===== config.mk =====
export PLATFORM = sky130hd
export DESIGN_NAME = crt_clock_divider
export DESIGN_NICKNAME = d
export VERILOG_FILES = /design/src/rtl/crt_clock_divider.sv
export SDC_FILE = /design/constraint.sdc
export NUM_CORES = 1
export LEC_CHECK = 0
export CORE_UTILIZATION = 55
export DETAILED_ROUTE_END_ITERATION = 6
export GPL_TIMING_DRIVEN = 1
export PLACE_DENSITY = 0.73
export SYNTH_ARGS = -nofsm -noshare
export SYNTH_HDL_FRONTEND = slang
export SYNTH_SLANG_ARGS = --single-unit

===== constraint.sdc =====
create_clock -name Clock -period 6.1 [get_ports Clock]
set_clock_uncertainty 0.1 [all_clocks]
set_input_delay 1.22 -clock Clock [delete_from_list [all_inputs] [get_ports Clock]]
set_output_delay 1.22 -clock Clock [all_outputs]
set_load 0.05 [all_outputs]

===== src/rtl/crt_clock_divider.sv =====
// Pixel-clock generator: divides Clock by floor(SystemClockFreq / CRTClockFreq)
// and drives PixelClock from a flop (high for floor(N/2) cycles of each N).
module crt_clock_divider #(
  parameter int FreqWidth = 10
) (
  input  logic                 Clock,
  input  logic                 Reset,
  input  logic [FreqWidth-1:0] SystemClockFreq,
  input  logic [FreqWidth-1:0] CRTClockFreq,
  output logic                 PixelClock
);

  localparam int W = FreqWidth;

  logic [W:0]   rem;
  logic [W-1:0] ratio;
  logic [W-1:0] count;
  logic [W-1:0] next_count;
  logic [W-1:0] high_start;
  logic         ratio_ok;
  logic         pix_next;

  // Restoring long division, MSB first; a zero divisor yields all-ones and is
  // rejected by ratio_ok below rather than special-cased here.
  always_comb begin : divide
    rem   = '0;
    ratio = '0;
    for (int i = W - 1; i >= 0; i--) begin
      rem   = {rem[W-1:0], SystemClockFreq[i]};
      ratio = {ratio[W-2:0], 1'b0};
      if (rem >= {1'b0, CRTClockFreq}) begin
        rem      = rem - {1'b0, CRTClockFreq};
        ratio[0] = 1'b1;
      end
    end
  end

  assign ratio_ok = (CRTClockFreq != '0) && (ratio >= W'(2));

  always_comb begin : next_state
    high_start = ratio - (ratio >> 1);
    next_count = (count >= ratio - W'(1)) ? '0 : count + W'(1);
    pix_next   = (next_count >= high_start);
  end

  always_ff @(posedge Clock or posedge Reset) begin
    if (Reset) begin
      count      <= '0;
      PixelClock <= 1'b0;
    end else if (!ratio_ok) begin
      count      <= '0;
      PixelClock <= 1'b0;
    end else begin
      count      <= next_count;
      PixelClock <= pix_next;
    end
  end

endmodule


==> metrics.md, run 1 <==
| Metric | Value |
|---|---|
| # IOs | 23 |
| GPL Wtd Cong | 0.940 |
| HPWL Detailed | approximately 19000 um |
| Library cells used by synthesis | 75 |
| Syn_area_per_cell | 7.67 sq um |
| Cell area after synthesis | ~6600 sq um |
| Ys flop type | dfrtp_1 |
| Synth async-reset ratio | 100% |
| Setup WS pre-CTS | -17.81 ns |
| Warnings from Yosys | 0 |
| Grt repair worst endpoint | PixelClock$_DFF_PP0_/D |
| Error message | [ERROR GRT-0232] Routing congestion too high. Check the congestion heatmap in the GUI. |
| Die Wd | 112 um |
| Row cnt | 39 |
| Num Clock Sinks | 11 |
| Synth top area share | around a quarter |
| EDFF count, synth | 0 |
| Post-synthesis cell count | approximately 860 |
| Seq/Total Area, Yosys | between 4 and 5% |
| CTS max path bufs | 2 |
| Top cells by area, synth | ha_1, xnor2_1, a21oi_1, mux2_2, nor2_1 |
| Flops & latches, synth | 11 |
| Hold Buf Count CTS | 0 |
| Root Buffer | clkbuf_16 |
| Overall Global Routing Usage | 105% |
| Stopped at | 5_1_grt |
| GRT Residual Overflow | about 1600 |
| Die Height | about 110 um |
| Top cell type by total area after synthesis | ha_1 |
| Quantity of I/O buffers inserted on ports | 22 |
| Status | stopped before the end |
| Largest net degree at the start of global routing | 17 |
| TritonCTS Buffers | 3 |
| WEP type | register data pin |
| H-tree depth | 1 |
| Syn nets | a little over 1000 |
| Starting Density | 57.2% |
## synthesized netlist by cell type, drive strengths merged (13+ instances only)
| cell | number |
|---|---|
| a21o | 29 |
| a21oi | 89 |
| ha | 136 |
| inv | 83 |
| mux2 | 31 |
| nand2 | 51 |
| nand2b | 18 |
| nand3 | 19 |
| nand4 | 16 |
| nor2 | 80 |
| nor2b | 19 |
| nor3 | 21 |
| o21a | 13 |
| o21ai | 51 |
| xnor2 | 52 |
| xor2 | 17 |
## routing by layer
metal,global-route usage (%),overflow
met3,69.9,8
met1,90.5,9
met2,151,1274
met4,119,298
met5,23.1,0
## kinds of logic after synthesis
kind of cell	count (synthesis)	synth area share, %
fa+ha+maj	145	28.4
simple gates	249	20.0
mux	40	7.24
xor+xnor	69	9.13
compound gates	253	25.1
flops	11	4.16
buf+inv	96	5.95
## stage by stage
stage | cells | cell area [sq um] | utilization (%) | hold WS (ns)
after floorplan | 863 | 7070 | - | 0.489
after global placement | 1302 | 9480 | 82.0 | 0.534
after detailed placement | 1302 | 9480 | 82.0 | 0.542
after CTS | 1364 | 10500 | 90.8 | 0.573
## repair_timing
item | 4_1_cts
resized for setup | 132
setup endpoints to repair | 11
cloned | 2
buffers inserted | 57
pin swaps | 101
==> inputs of run 2 (changes only) <==
--- a/config.mk
+++ b/config.mk
@@ -5,10 +5,10 @@
 export SDC_FILE = /design/constraint.sdc
 export NUM_CORES = 1
 export LEC_CHECK = 0
-export CORE_UTILIZATION = 55
+export CORE_UTILIZATION = 40
 export DETAILED_ROUTE_END_ITERATION = 6
 export GPL_TIMING_DRIVEN = 1
-export PLACE_DENSITY = 0.73
+export PLACE_DENSITY_LB_ADDON = 0.15
 export SYNTH_ARGS = -nofsm -noshare
 export SYNTH_HDL_FRONTEND = slang
 export SYNTH_SLANG_ARGS = --single-unit
==> run 2 against run 1 <==
  * The flow now finishes, with violations (negative setup slack)
  * Synthesized cell count is the same
  * Synthesized area is the same
==> metrics.md, run 2 <==
| Metric | Value |
|---|---|
| Via count | 7656 |
| DRC violations left | 0 |
| Library cells used by synthesis | 75 (unchanged) |
| Worst Hold Depth | 2 |
| Number of max-cap violations | 0 |
| Failing checks | negative setup slack |
| Worst Hold Class | reg2reg |
| Root Buffer | clkbuf_16 |
| Slowest CP cell | or4_4 |
| Crit path buffers/inverters | 12 |
| HPWL Detailed | 17700 um (-7.3%) |
| Vias in the first global route | about 7400 |
| Drt via density | ~5.2 |
| Synth-to-Final Area Change | 64.7% |
| EDFF count, synth | 0 (unchanged) |
| RSZ-0062 raised after global routing | yes |
| Placeable core area | about 16000 sq um |
| Top cell type by total area after synthesis | ha_1 |
| Initial antenna violation count | 0 |
| Final period util | 370% |
| Post-Route WL | 24100 um |
| Critical path's largest stage delay | approximately 0.44 ns |
| Max FFs per register | 10 |
| Worst vdd ir | roughly 0.32 mV |
| Critical Path RT | 6.08 ns |
| Min Tclk post-route | between 20 and 25 ns |
| Delay-heaviest family, CP | compound AO/OA/AOI/OAI gates |
| Tot Pwr | roughly 0.0045 W |
| Synth async-reset ratio | 100% (unchanged) |
| TritonCTS Buffers | 3 (unchanged) |
| Warnings from Yosys | 0 (unchanged) |
| Highest-count cells in the layout ignoring fill and taps | buf_4, ha_1, nor2_1 |
| Post-DR wirelength/cell | 16.5 um |
| Pleak | between 5 and 6 nW |
| Worst Path Max Fanout | 6 |
| Slew Viols, Final | 0 |
| Commonest non-fill, non-tap cell in the layout | buf_4 |
| Starting Density | 41.4% (-16 points) |
| CP Data Arrival Time | approximately 23 ns |
| Overall Global Routing Usage | roughly 27% |
| CP startpoint kind | input port |
| First-pass GRT wire length | 36400 um |
| Hold Buf Count CTS | 0 (unchanged) |
| Largest net degree at the start of global routing | 17 |
| Layout Nets | roughly 1400 |
| Ys flop type | dfrtp_1 |
| CTS tree | done |
| Die Area | ~17000 sq um |
| Setup WS pre-CTS | -17.57 ns (+0.241 ns) |
| Syn nets | 1030 (unchanged) |
| Clock transition at path regs | around 0.040 ns |
| Crit end category | flop |
| Ant diodes | 0 |
| Die Height | 131 um (+17%) |
| H-tree depth | 1 (unchanged) |
| Latest clock arrival within the worst-skew pair | 0.24 ns |
| Critical path depth in cells | 132 |
| Final setup viols | 11 |
| Antenna Violating Nets Remaining | 0 |
| F_max | approximately 0.044 GHz |
| Drt pass-1 iters | 5 |
| Final hold vios | 0 |
| Num Clock Sinks | 11 (unchanged) |
| Synth top area share | 25.7% (unchanged) |
| Top cells by area, synth | ha_1, xnor2_1, a21oi_1, mux2_2, nor2_1 |
| Synth cell count leaders | ha_1, a21oi_1, nor2_1 |
| Pwr/cell area | around 410 nW/um^2 |
| Row cnt | 46 (+18%) |
| Syn_area_per_cell | 7.67 sq um (unchanged) |
| Slew @ Worst Pin | roughly 1.2 ns |
| Flops & latches, synth | 11 (unchanged) |
| Slew headroom | between 10% and 20% |
| Status | finished with violations |
| Die Wd | 131 um (+17%) |
| Seq/Total Area, Yosys | 4.16% (unchanged) |
| Layout filler cell count | ~1300 |
| Largest regs | count x10, PixelClock x1 |
| Quantity of I/O buffers inserted on ports | 22 (unchanged) |
| GPL Wtd Cong | 0.937 (-0.28%) |
| Top reg by flops | count |
| DRT iter0 DRCs | 386 |
| Final Worst Setup Slack | -16.45 ns |
| Layout cell share with drive strength beyond 1 | ~46% |
| Most common cell in the synthesized netlist | ha_1 |
| R2R cell count | 29 |
| # IOs | 23 (unchanged) |
| CTS max path bufs | 2 (unchanged) |
| Most used cell, CP | a21oi_2 |
| Cell area after synthesis | 6620 sq um (unchanged) |
| Worst Path Class, Setup | in2reg |
| Post-synthesis cell count | 863 (unchanged) |
| GRT Residual Overflow | 0 |
[run 2: cell counts after synthesis]
Identical to the previous run, type by type.
[run 2: logic make-up (layout without fill, tap and decap cells)]
group	after synthesis	in the layout	share of synthesized area, %
muxes	40	40	7.24
AOI/OAI and AO/OA	253	253	25.1
adders and majority gates	145	145	28.4
buffers and inverters	96	479	5.95
DFF	11	11	4.16
xor gates and xnor gates	69	69	9.13
and+or+nand+nor	249	249	20.0
[run 2: worst paths after layout]
path / startpoint / endpoint / slack, ns
worst max-delay path: SystemClockFreq[9] / PixelClock$_DFF_PP0_ / -16.45
worst min-delay path: count[8]$_DFF_PP0_ / count[8]$_DFF_PP0_ / 0.58
worst max register to register: count[0]$_DFF_PP0_ / PixelClock$_DFF_PP0_ / 2.00
worst min register to register: count[8]$_DFF_PP0_ / count[8]$_DFF_PP0_ / 0.58
max in group asynchronous: Reset / count[3]$_DFF_PP0_ / 4.41
min in group asynchronous: Reset / count[9]$_DFF_PP0_ / 1.19
[run 2: repair_timing]
item,CTS,global route
buffers inserted,38,35
pin swaps,22,66
endpoints found under the setup margin,11,11
resized for setup,31,105
cloned,1,0
[run 2: stage by stage]
stage,cell area (sq um),hold slack (ns),instances,util [%],setup TNS [ns]
final,10900,0.583,1462,68.1,-167.04
after global routing,10900,0.598,1462,68.1,-177.71
after CTS,10200,0.560,1429,63.9,-169.39
after detailed placement,9670,0.554,1386,60.4,-178.07
after global placement,9670,0.556,1386,60.4,-173.46
after floorplan,7070,0.489,863,-,-169.62
[run 2: area by class of cell]
type                            instances  area, sq um  share of cell area [%]
Tap cell                              216          270                    2.48
Inverter                               83          349                    3.20
Clock buffer                            4         78.8                   0.723
Sequential cell                        11          275                    2.53
Timing Repair Buffer                  392         3090                    28.4
Multi-Input combinational cell        756         6840                    62.7
[run 2: worst register-to-register path, delay by kind of cell, from the launching register on]
kind | cells | cell delay [ns]
AO/OA/AOI/OAI | 14 | 1.91
AND/OR/NAND/NOR | 12 | 0.99
adder cells (fa/ha/maj) | 2 | 0.48
flip-flops | 1 | 0.38
buffers and inverters | 1 | 0.10
[run 2: where the power goes]
part / total, W / switching [W] / internal, W
clock network: 0.000122 / 0.0000341 / 0.0000880
registers: 0.0000963 / 0.0000125 / 0.0000838
logic: 0.00426 / 0.00200 / 0.00226
total: 0.00448 / 0.00205 / 0.00243
[run 2: metal layers]
layer	track usage, %	vias up	part of all wire (%)
li1	-	3866	-
met1	37.2	3553	47
met2	45.6	178	47
met3	0.611	59	2.9
met4	8.59	0	3.6
met5	0	-	0
Note: power is estimated with default switching activity, not from simulation.
==> inputs of run 3 (changes only) <==
==> constraint.sdc (replaced) <==
create_clock -name Clock -period 21.7 [get_ports Clock]
set_clock_uncertainty 0.1 [all_clocks]
set_input_delay 4.34 -clock Clock [delete_from_list [all_inputs] [get_ports Clock]]
set_output_delay 4.34 -clock Clock [all_outputs]
set_load 0.05 [all_outputs]
==> run 3 against run 2 <==
  * Hold slack worse by 0.0063 ns
  * Wire length fell by 5.0%
  * Total power shrank 71%
  * The run still ends with negative setup slack left
  * Largest cell class unchanged
==> metrics.md, run 3 (same netlist as run 2, synthesis figures left out) <==
| Metric | Value |
|---|---|
| Status | finished with violations |
| Failing checks | negative setup slack |
| Overall Global Routing Usage | 25.8% (-1.2 points) |
| Num Clock Sinks | 11 (unchanged) |
| Antenna Violating Nets Remaining | 0 (unchanged) |
| Most used cell, CP | a21oi_2 |
| Reg2Reg Capture Point | PixelClock$_DFF_PP0_ |
| Layout Nets | 1421 (+0.50%) |
| Worst Path Max Fanout | 11 (+5) |
| Final Worst Setup Slack | -3.93 ns (+12.52 ns) |
| First-pass GRT wire length | 35000 um (-3.8%) |
| Placed Area | 9640 sq um (-0.31%) |
| Highest-count cells in the layout ignoring fill and taps | buf_4, ha_1, nor2_1 |
| DRC violations left | 0 (unchanged) |
| Critical path's largest stage delay | 0.43 ns (about the same) |
| Crit path to | PixelClock$_DFF_PP0_ |
| Layout cell share with drive strength beyond 1 | 48.4% (+2.2 points) |
| # IOs | 23 (unchanged) |
| Root Buffer | clkbuf_16 |
| Worst Hold Class | reg2reg |
| Final setup viols | 11 (unchanged) |
| Row cnt | 46 (unchanged) |
| Slew headroom | 25.5% (+8.6 points) |
| Top reg by flops | count |
| H-tree depth | 1 (unchanged) |
| Slew @ Worst Pin | 1.12 ns (-0.130 ns) |
| Setup WS pre-CTS | -5.29 ns (+12.28 ns) |
| R2R cell count | 29 (unchanged) |
| CTS max path bufs | 2 (unchanged) |
| HPWL Detailed | 16800 um (-5.1%) |
| GPL Wtd Cong | 0.907 (-3.3%) |
| Initial antenna violation count | 0 (unchanged) |
| Worst Path Class, Setup | in2reg |
| TritonCTS Buffers | 3 (unchanged) |
| Critical Path Start | CRTClockFreq[0] |
| Post-DR wirelength/cell | 15.6 um (-5.5%) |
| Worst r2r src | count[0]$_DFF_PP0_ |
| Crit end category | flop |
| Commonest non-fill, non-tap cell in the layout | buf_4 |
| Min Tclk post-route | ~26 ns |
| Ant diodes | 0 (unchanged) |
| WHS | 0.577 ns (-0.00633 ns) |
| DRT iter0 DRCs | 305 (-21%) |
| Slowest CP cell | or4_4 |
| Drt pass-1 iters | 5 (unchanged) |
| Fin Setup TNS | -31.79 ns (+135.25 ns) |
| Number of max-cap violations | 0 (unchanged) |
| Pwr/cell area | 116 nW/um^2 (-72%) |
| Placeable core area | 16000 sq um (unchanged) |
| Cell total after placement | 1382 (-0.29%) |
| Clock transition at path regs | 0.04 ns (about the same) |
| Post-Route WL | 22800 um (-5.0%) |
| CP Data Arrival Time | 25.61 ns (+3.08 ns) |
| Fin cells | 1469 (+0.48%) |
| CTS tree | done |
| Die Height | 131 um (unchanged) |
| GRT Residual Overflow | 0 (unchanged) |
| Die Area | 17100 sq um (unchanged) |
| Critical Path RT | 21.68 ns (+15.60 ns) |
| Final period util | 118% |
| F_max | between 0.03 and 0.04 GHz |
| Die Wd | 131 um (unchanged) |
| CP startpoint kind | input port |
| Final hold vios | 0 (unchanged) |
| Vias in the first global route | 7432 (+0.34%) |
| Synth-to-Final Area Change | 69.3% |
| Largest regs | count x10, PixelClock x1 |
| Max FFs per register | 10 (unchanged) |
| Latest clock arrival within the worst-skew pair | 0.24 ns (about the same) |
| Pleak | 5.49 nW (+0.80%) |
| Drt via density | 5.21 (-0.52%) |
| Quantity of I/O buffers inserted on ports | 22 (unchanged) |
| Worst R2R Setup Slack | 17.50 ns (+15.50 ns) |
| Starting Density | 41.4% (unchanged) |
| Final instance area | 11200 sq um (+2.8%) |
| Via count | 7653 (-0.039%) |
| Hold Buf Count CTS | 0 (unchanged) |
| RSZ-0062 raised after global routing | yes |
| Worst vdd ir | 0.126 mV (-61%) |
| Slew Viols, Final | 0 (unchanged) |
| Largest net degree at the start of global routing | 17 (unchanged) |
-- run 3: per-layer routing --
metal	global-route usage, %	up-vias	wire (um)
met5	0	-	0
met4	5.27	0	432
met3	1.02	34	571
met2	47.0	139	11100
met1	33.7	3584	10800
li1	-	3896	-
-- run 3: critical path: cells and delay by family --
kind | cells | cell delay (ns)
compound gates | 64 | 10.23
fa+ha+maj | 13 | 3.41
buf+inv | 13 | 1.55
mux | 7 | 2.03
simple gates | 31 | 4.03
-- run 3: worst min-delay path by stage --
stage / start / to / slack, ns / cells after the start
2_1_floorplan: count[0]$_DFF_PP0_ / count[0]$_DFF_PP0_ / 0.49 / 3
3_3_place_gp: count[6]$_DFF_PP0_ / count[6]$_DFF_PP0_ / 0.56 / 2
3_5_place_dp: count[6]$_DFF_PP0_ / count[6]$_DFF_PP0_ / 0.56 / 2
4_1_cts: count[9]$_DFF_PP0_ / count[9]$_DFF_PP0_ / 0.56 / 2
5_1_grt: count[9]$_DFF_PP0_ / count[9]$_DFF_PP0_ / 0.61 / 2
6_report: count[9]$_DFF_PP0_ / count[9]$_DFF_PP0_ / 0.58 / 2
-- run 3: timing repair --
action	4_1_cts	5_1_grt
setup buffers	54	27
pin swaps	102	79
gates cloned	2	0
resized for setup	116	68
setup endpoints to repair	11	11
-- run 3: stage by stage --
stage / utilization (%) / power, W
CTS: 66.3 / 0.00123
detailed placement: 60.2 / 0.00106
floorplan: - / 0.000715
global placement: 60.2 / 0.00104
finish: 70.0 / 0.00130
global route: 70.0 / 0.00143
-- run 3: final cells by class --
type	instances	area, sq um
clock buffer	3	75.1
clock inverter	1	5.00
fill	1276	4790
inverter	83	342
multi-input combinational	757	7080
sequential	11	275
tap	216	270
timing repair buffer	398	3160
-- run 3: power breakdown --
part,internal [W],switching [W],total (W)
combinational,0.000676,0.000562,0.00124
sequential,0.0000236,0.00000369,0.0000273
clock,0.0000244,0.00000981,0.0000343
